--- src/rtl/game_pkg.sv ---
// Shared encodings and widths for the falling-note game sequencer.
// Latency: n/a (types and constants only).
// Backpressure: n/a.
package game_pkg;

    localparam int NUM_LANES = 4;
    localparam int LANE_W    = 2;
    localparam int SPEED_W   = 3;
    localparam int MAX_LEVEL = 7;

    typedef enum logic [1:0] {
        IDLE  = 2'd0,
        RUN   = 2'd1,
        PAUSE = 2'd2,
        OVER  = 2'd3
    } state_t;

endpackage

--- src/rtl/rr_arb4.sv ---
// Round-robin pick of the first free lane starting at ptr.
// Latency: purely combinational.
// Backpressure: none; gnt_valid=0 when every lane is occupied.
module rr_arb4
    import game_pkg::*;
(
    input  logic [NUM_LANES-1:0] free,
    input  logic [LANE_W-1:0]    ptr,
    output logic                 gnt_valid,
    output logic [LANE_W-1:0]    gnt
);

    logic [LANE_W-1:0] idx;

    // Walk offsets from farthest to nearest so the lane closest to ptr wins.
    always_comb begin
        gnt_valid = 1'b0;
        gnt       = '0;
        idx       = '0;
        for (int i = NUM_LANES - 1; i >= 0; i--) begin
            idx = ptr + LANE_W'(i);
            if (free[idx]) begin
                gnt_valid = 1'b1;
                gnt       = idx;
            end
        end
    end

endmodule

--- src/rtl/note_scheduler.sv ---
// Game FSM, motion-tick pacing and LFSR-driven note spawning for four lanes.
// Latency: tick registered; spawn_valid one cycle after tick; counters update on the edge after a pulse.
// Backpressure: lane_busy masks spawn lanes; no free lane means the spawn is skipped.
module note_scheduler
    import game_pkg::*;
#(
    parameter int          TICK_DIV       = 2500000,
    parameter int          MISS_LIMIT     = 10,
    parameter int          HITS_PER_LEVEL = 10,
    parameter int          SPAWN_THRESH   = 26,
    parameter logic [19:0] LFSR_SEED      = 20'd123456
) (
    input  logic                 clk,
    input  logic                 reset,
    input  logic                 start,
    input  logic                 pause,
    input  logic                 hit,
    input  logic                 miss,
    input  logic [NUM_LANES-1:0] lane_busy,
    output logic                 tick,
    output logic                 spawn_valid,
    output logic [LANE_W-1:0]    spawn_lane,
    output logic [SPEED_W-1:0]   spawn_speed,
    output logic [2:0]           level,
    output logic [1:0]           state,
    output logic [7:0]           miss_cnt
);

    localparam int                CNT_W     = $clog2(TICK_DIV);
    localparam int                HIT_W     = (HITS_PER_LEVEL > 1) ? $clog2(HITS_PER_LEVEL) : 1;
    localparam logic [19:0]       SEED      = (LFSR_SEED == 20'd0) ? 20'd1 : LFSR_SEED;
    localparam logic [CNT_W-1:0]  CNT_LAST  = CNT_W'(TICK_DIV - 1);
    localparam logic [HIT_W-1:0]  HIT_LAST  = HIT_W'(HITS_PER_LEVEL - 1);
    localparam logic [7:0]        MISS_LAST = 8'(MISS_LIMIT - 1);
    localparam logic [7:0]        THRESH    = 8'(SPAWN_THRESH);
    localparam logic [2:0]        LEVEL_MAX = 3'(MAX_LEVEL);

    state_t                 state_q, state_d;
    logic [CNT_W-1:0]       tick_cnt;
    logic                   armed;
    logic [HIT_W-1:0]       hit_cnt;
    logic [LANE_W-1:0]      rr_ptr;
    logic [19:0]            lfsr;
    logic                   run_now, game_over, wrap, attempt, spawn_go;
    logic                   gnt_valid;
    logic [LANE_W-1:0]      gnt;
    logic [NUM_LANES-1:0]   lane_free;
    logic [3:0]             speed_sum;
    logic [SPEED_W-1:0]     speed_nxt;

    assign run_now   = (state_q == RUN);
    assign game_over = run_now && miss && (miss_cnt == MISS_LAST);
    assign state     = state_q;

    always_comb begin
        state_d = state_q;
        case (state_q)
            IDLE:  if (start) state_d = RUN;
            RUN:   if (game_over) state_d = OVER;
                   else if (pause) state_d = PAUSE;
            PAUSE: if (!pause) state_d = RUN;
            OVER:  if (start) state_d = IDLE;
        endcase
    end

    // armed delays counting by one cycle after start, so the first tick period is TICK_DIV+1.
    assign wrap      = run_now && armed && (tick_cnt == CNT_LAST);
    assign attempt   = ({1'b0, lfsr[6:0]} < THRESH);
    assign lane_free = ~lane_busy;
    assign spawn_go  = tick && run_now && (state_d == RUN) && attempt && gnt_valid;
    assign speed_sum = {1'b0, level} + {3'b000, lfsr[8]};
    assign speed_nxt = (speed_sum > 4'(MAX_LEVEL)) ? LEVEL_MAX : speed_sum[2:0];

    rr_arb4 u_arb (
        .free      (lane_free),
        .ptr       (rr_ptr),
        .gnt_valid (gnt_valid),
        .gnt       (gnt)
    );

    always_ff @(posedge clk or negedge reset) begin
        if (!reset) begin
            state_q <= IDLE;
            lfsr    <= SEED;
        end else begin
            state_q <= state_d;
            lfsr    <= {lfsr[18:0], lfsr[19] ^ lfsr[0]};
        end
    end

    always_ff @(posedge clk or negedge reset) begin
        if (!reset) begin
            tick_cnt <= '0;
            armed    <= 1'b0;
            tick     <= 1'b0;
        end else begin
            tick <= wrap && (state_d == RUN);
            case (state_q)
                RUN: begin
                    armed <= 1'b1;
                    if (armed)
                        tick_cnt <= (tick_cnt == CNT_LAST) ? '0 : tick_cnt + CNT_W'(1);
                end
                PAUSE: begin
                end
                default: begin
                    tick_cnt <= '0;
                    armed    <= 1'b0;
                end
            endcase
        end
    end

    always_ff @(posedge clk or negedge reset) begin
        if (!reset) begin
            hit_cnt  <= '0;
            level    <= 3'd1;
            miss_cnt <= '0;
        end else if (state_q == IDLE && start) begin
            hit_cnt  <= '0;
            level    <= 3'd1;
            miss_cnt <= '0;
        end else if (run_now) begin
            if (hit) begin
                if (hit_cnt == HIT_LAST) begin
                    hit_cnt <= '0;
                    if (level != LEVEL_MAX) level <= level + 3'd1;
                end else begin
                    hit_cnt <= hit_cnt + HIT_W'(1);
                end
            end
            if (miss && miss_cnt != 8'hFF) miss_cnt <= miss_cnt + 8'd1;
        end
    end

    always_ff @(posedge clk or negedge reset) begin
        if (!reset) begin
            spawn_valid <= 1'b0;
            spawn_lane  <= '0;
            spawn_speed <= '0;
            rr_ptr      <= '0;
        end else begin
            spawn_valid <= spawn_go;
            if (spawn_go) begin
                spawn_lane  <= gnt;
                spawn_speed <= speed_nxt;
                rr_ptr      <= gnt + LANE_W'(1);
            end
        end
    end

endmodule
--- config.mk ---
export PLATFORM = sky130hd
export DESIGN_NAME = note_scheduler
export DESIGN_NICKNAME = d
export VERILOG_FILES = /design/src/rtl/game_pkg.sv /design/src/rtl/rr_arb4.sv /design/src/rtl/note_scheduler.sv
export SDC_FILE = /design/constraint.sdc
export NUM_CORES = 1
export LEC_CHECK = 0
export ABC_AREA = 1
export CAP_MARGIN = 5
export CORE_AREA = 10 10 106 108
export DETAILED_ROUTE_END_ITERATION = 10
export DIE_AREA = 0 0 116 118
export SYNTH_ARGS = -nofsm -noshare
export SYNTH_HDL_FRONTEND = slang
export SYNTH_SLANG_ARGS = --single-unit
export TNS_END_PERCENT = 5
--- constraint.sdc ---
create_clock -name clk -period 1.8 [get_ports clk]
set_input_delay 0.18 -clock clk [delete_from_list [all_inputs] [get_ports clk]]
set_output_delay 0.18 -clock clk [all_outputs]
set_load 0.01 [all_outputs]
==> impl_metrics.sql <==
INSERT INTO impl_metrics (metric_group, metric, value, unit) VALUES
('setup_path', 'critPathArrivalTime', '1.49', 'ns'),
('power_and_ir_drop', 'leakagePower', '2.15', 'nW'),
('routing', 'drt_wl_total', '8020', 'um'),
('sta', 'period_minus_slack', '1.67', 'ns'),
('synth', 'mapped_nets', '458', ''),
('floorplan', 'ioPinCount', '30', ''),
('synth', 'synth_area_leader_cell', 'sky130_fd_sc_hd__dfrtp_1', ''),
('synth', 'netlist_top_cells_area', 'sky130_fd_sc_hd__dfrtp_1, sky130_fd_sc_hd__nand2_1, sky130_fd_sc_hd__inv_1', ''),
('routing', 'firstDrtPassIters', '6', ''),
('finish', 'finish.net_count', '523', ''),
('floorplan', 'floorplan.initialDensity', '0.388', ''),
('grt', 'grt_use_total', '0.126', ''),
('sta', 'worst_slew_pin_slew', '0.391', 'ns'),
('finish', 'antenna_cells', '0', ''),
('synth', 'yosys_warnings', '0', ''),
('setup_path', 'worst-r2r-cell-count', '12', ''),
('finish', 'final_cell_area', '4430', 'um^2'),
('grt', 'grt_start_max_net_pins', '70', ''),
('power_and_ir_drop', 'max-vdd-ir-drop', '0.000715', 'V'),
('synth', 'synth_edf_count', '0', ''),
('min_path', 'holdCritPathClass', 'flop to flop', ''),
('cts', 'clk-insertion-delay-late', '0.35', 'ns'),
('sta', 'setup_total_negative_slack', '0', 'ns'),
('setup_path', 'critical_path_buf_inv_count', '1', ''),
('floorplan', 'floorplan.die.height', '118', 'um'),
('placed_design', 'hpwl', '6000', 'um'),
('floorplan', 'core_box_area', '9110', 'um^2'),
('sta', 'timing.clock.skew', '0.0162', 'ns'),
('grt', 'grt_pass1_vias', '2978', ''),
('grt', 'grt_antenna_before_repair', '0', ''),
('setup_path', 'worstReg2RegEnd', 'rr_ptr[0]$_DFFE_PN0P_', ''),
('grt', 'first_pass_grt_wire_length', '14200', 'um'),
('min_path', 'hold_path.startpoint', 'lfsr[7]$_DFF_PN0_', ''),
('setup_path', 'crit_path_max_fanout', '5', ''),
('synth', 'synth.ff_latch_count', '69', ''),
('cts', 'cts_tree', 'done', ''),
('grt', 'grt.overflow.total', '0', ''),
('sta', 'rsz0062_at_grt', 'true', ''),
('setup_path', 'critical_path.reg2reg.startpoint', 'miss_cnt[1]$_DFFE_PN0P_', ''),
('floorplan', 'dieArea', '13700', 'um^2'),
('synth', 'syn_inst', '439', ''),
('sta', 'achievable-frequency', '600', 'MHz'),
('synth', 'synth.top_cell.area_share', '0.439', ''),
('cts', 'path_clk_slew', '0.09', 'ns'),
('setup_path', 'timing.reg2reg.setup_slack', '0.16', 'ns'),
('power_and_ir_drop', 'power.share.sequential', '0.368', ''),
('power_and_ir_drop', 'combPwrFrac', '0.356', ''),
('routing', 'detailroute.via_count', '3039', ''),
('floorplan', 'fp-row-count', '35', ''),
('setup_path', 'crit_path_class', 'flop to output pin', ''),
('cts', 'cts_root_buffer_type', 'sky130_fd_sc_hd__clkbuf_8', ''),
('synth', 'netlist_top_cells_count', 'sky130_fd_sc_hd__nand2_1, sky130_fd_sc_hd__dfrtp_1, sky130_fd_sc_hd__inv_1', ''),
('setup_path', 'critPathSlowestCell', 'sky130_fd_sc_hd__dfstp_2', ''),
('min_path', 'min_delay_worst_endpoint', 'lfsr[8]$_DFF_PN0_', ''),
('min_path', 'whs_path_depth', '0', ''),
('synth', 'seq_total_area_yosys', '0.491', ''),
('placed_design', 'place_inst', '602', ''),
('power_and_ir_drop', 'design_power_total', '5.18', 'mW'),
('routing', 'route.detailed.wl_per_inst', '12.9', 'um'),
('placed_design', 'placement.io_buffers', '29', ''),
('cts', 'clock_path_buffers', '2', ''),
('setup_path', 'slowest_delay', '0.58', 'ns'),
('synth', 'synthArstFlopShare', '1.00', ''),
('placed_design', 'dpl_cell_area', '4160', 'um^2'),
('outcome', 'outcome', 'finished clean', ''),
('finish', 'area_growth', '25.5', '%'),
('finish', 'final_non_filler_cell_total', '620', ''),
('finish', 'post_route_cells_drive_above_1_share', '0.151', ''),
('job', 'max_cap_viol_count', '0', ''),
('synth', 'synthesis.area', '3530', 'um^2'),
('finish', 'finish.utilization', '0.487', '');
==> stage by stage <==
stage	hold WS, ns	setup WS [ns]
2_1_floorplan	-0.116	0.283
3_3_place_gp	0.228	0.0942
3_5_place_dp	0.233	0.0772
4_1_cts	0.352	0.101
5_1_grt	0.359	-0.0113
6_report	0.350	0.133
==> power groups by stage <==
stage	Clock, mW	Sequential, mW	Combinational [mW]
2_1_floorplan	0	1.94	0.935
3_3_place_gp	0	1.93	1.81
3_5_place_dp	0	1.93	1.83
4_1_cts	1.47	1.90	1.84
5_1_grt	1.55	1.94	2.07
6_report	1.43	1.91	1.84
==> how the worst max path moves through the flow <==
stage	start	end	depth (start not counted)
final	level[0]$_DFFE_PN1P_	level[0]	1
after global routing	miss_cnt[0]$_DFFE_PN0P_	miss_cnt[4]$_DFFE_PN0P_	9
after CTS	state[0]$_DFF_PN0_	level[0]$_DFFE_PN1P_	9
after detailed placement	lane_busy[2]	spawn_lane[0]$_DFFE_PN0P_	9
after global placement	lane_busy[2]	spawn_speed[1]$_DFFE_PN0P_	9
after floorplan	tick_cnt[1]$_DFFE_PN0P_	tick_cnt[20]$_DFFE_PN0P_	10
==> routing by layer <==
layer,up-vias,part of all wire,GRT usage
li1,1552,-,-
met1,1417,0.47,0.162
met2,63,0.46,0.189
met3,7,0.064,0.0433
met4,0,0.0096,0.0462
met5,-,0,0
==> state kept, by name (all words and copies together) (netlist names) <==
name and cells:
armed 1, hit_cnt 4, level 3, lfsr 20, miss_cnt 8, rr_ptr 2
spawn_lane 2, spawn_speed 3, spawn_valid 1, state 2, tick 1, tick_cnt 22
==> placed cells by master (no fill, tap or decap), types with 2 or more instances in the layout <==
cell type,synthesis,routed
sky130_fd_sc_hd__a21oi_1,16,16
sky130_fd_sc_hd__a21oi_4,1,2
sky130_fd_sc_hd__a31oi_1,4,3
sky130_fd_sc_hd__buf_12,0,2
sky130_fd_sc_hd__buf_4,1,25
sky130_fd_sc_hd__bufinv_16,0,2
sky130_fd_sc_hd__clkbuf_8,0,10
sky130_fd_sc_hd__clkdlybuf4s50_1,0,28
sky130_fd_sc_hd__clkinv_1,2,2
sky130_fd_sc_hd__clkinvlp_4,0,2
sky130_fd_sc_hd__dfrtp_1,62,60
sky130_fd_sc_hd__dfrtp_2,0,2
sky130_fd_sc_hd__dfstp_2,7,7
sky130_fd_sc_hd__ha_1,9,9
sky130_fd_sc_hd__inv_1,58,58
sky130_fd_sc_hd__inv_2,3,3
sky130_fd_sc_hd__nand2_1,121,120
sky130_fd_sc_hd__nand2_2,1,2
sky130_fd_sc_hd__nand2_4,2,2
sky130_fd_sc_hd__nand3_1,39,39
sky130_fd_sc_hd__nand4_1,8,8
sky130_fd_sc_hd__nor2_1,35,32
sky130_fd_sc_hd__nor2_2,2,5
sky130_fd_sc_hd__nor2_4,3,3
sky130_fd_sc_hd__nor3_1,12,12
sky130_fd_sc_hd__nor3_2,3,3
sky130_fd_sc_hd__nor3b_1,2,2
sky130_fd_sc_hd__nor4_1,3,3
sky130_fd_sc_hd__o21a_1,2,2
sky130_fd_sc_hd__o21ai_0,21,21
sky130_fd_sc_hd__o21ai_1,5,5
sky130_fd_sc_hd__o22ai_1,3,3
sky130_fd_sc_hd__xor2_1,5,5
==> logic make-up (layout without fill, tap and decap cells) <==
family / count (synthesis) / count (layout) / synth area share
and+or+nand+nor: 234 / 234 / 0.303
DFF: 69 / 69 / 0.491
buffers and inverters: 67 / 137 / 0.0733
AOI/OAI and AO/OA: 55 / 55 / 0.0885
adders and majority gates: 9 / 9 / 0.0319
xor gates and xnor gates: 5 / 5 / 0.0124
==> what timing repair did <==
item                                   CTS  global route
setup endpoints to repair                0            17
endpoints found under the hold margin   62             0
setup buffers                            0             1
gates resized for setup                  0             9
hold buffers                             1             0
==> cell type report <==
type | count | area [um^2]
Clock inverter | 5 | 83.8
Multi-Input combinational cell | 303 | 1560
Timing Repair Buffer | 57 | 523
Clock buffer | 11 | 141
Inverter | 64 | 245
Tap cell | 111 | 139
Fill cell | 886 | 4670
Sequential cell | 69 | 1740
Power figures use the tool's default switching activity.
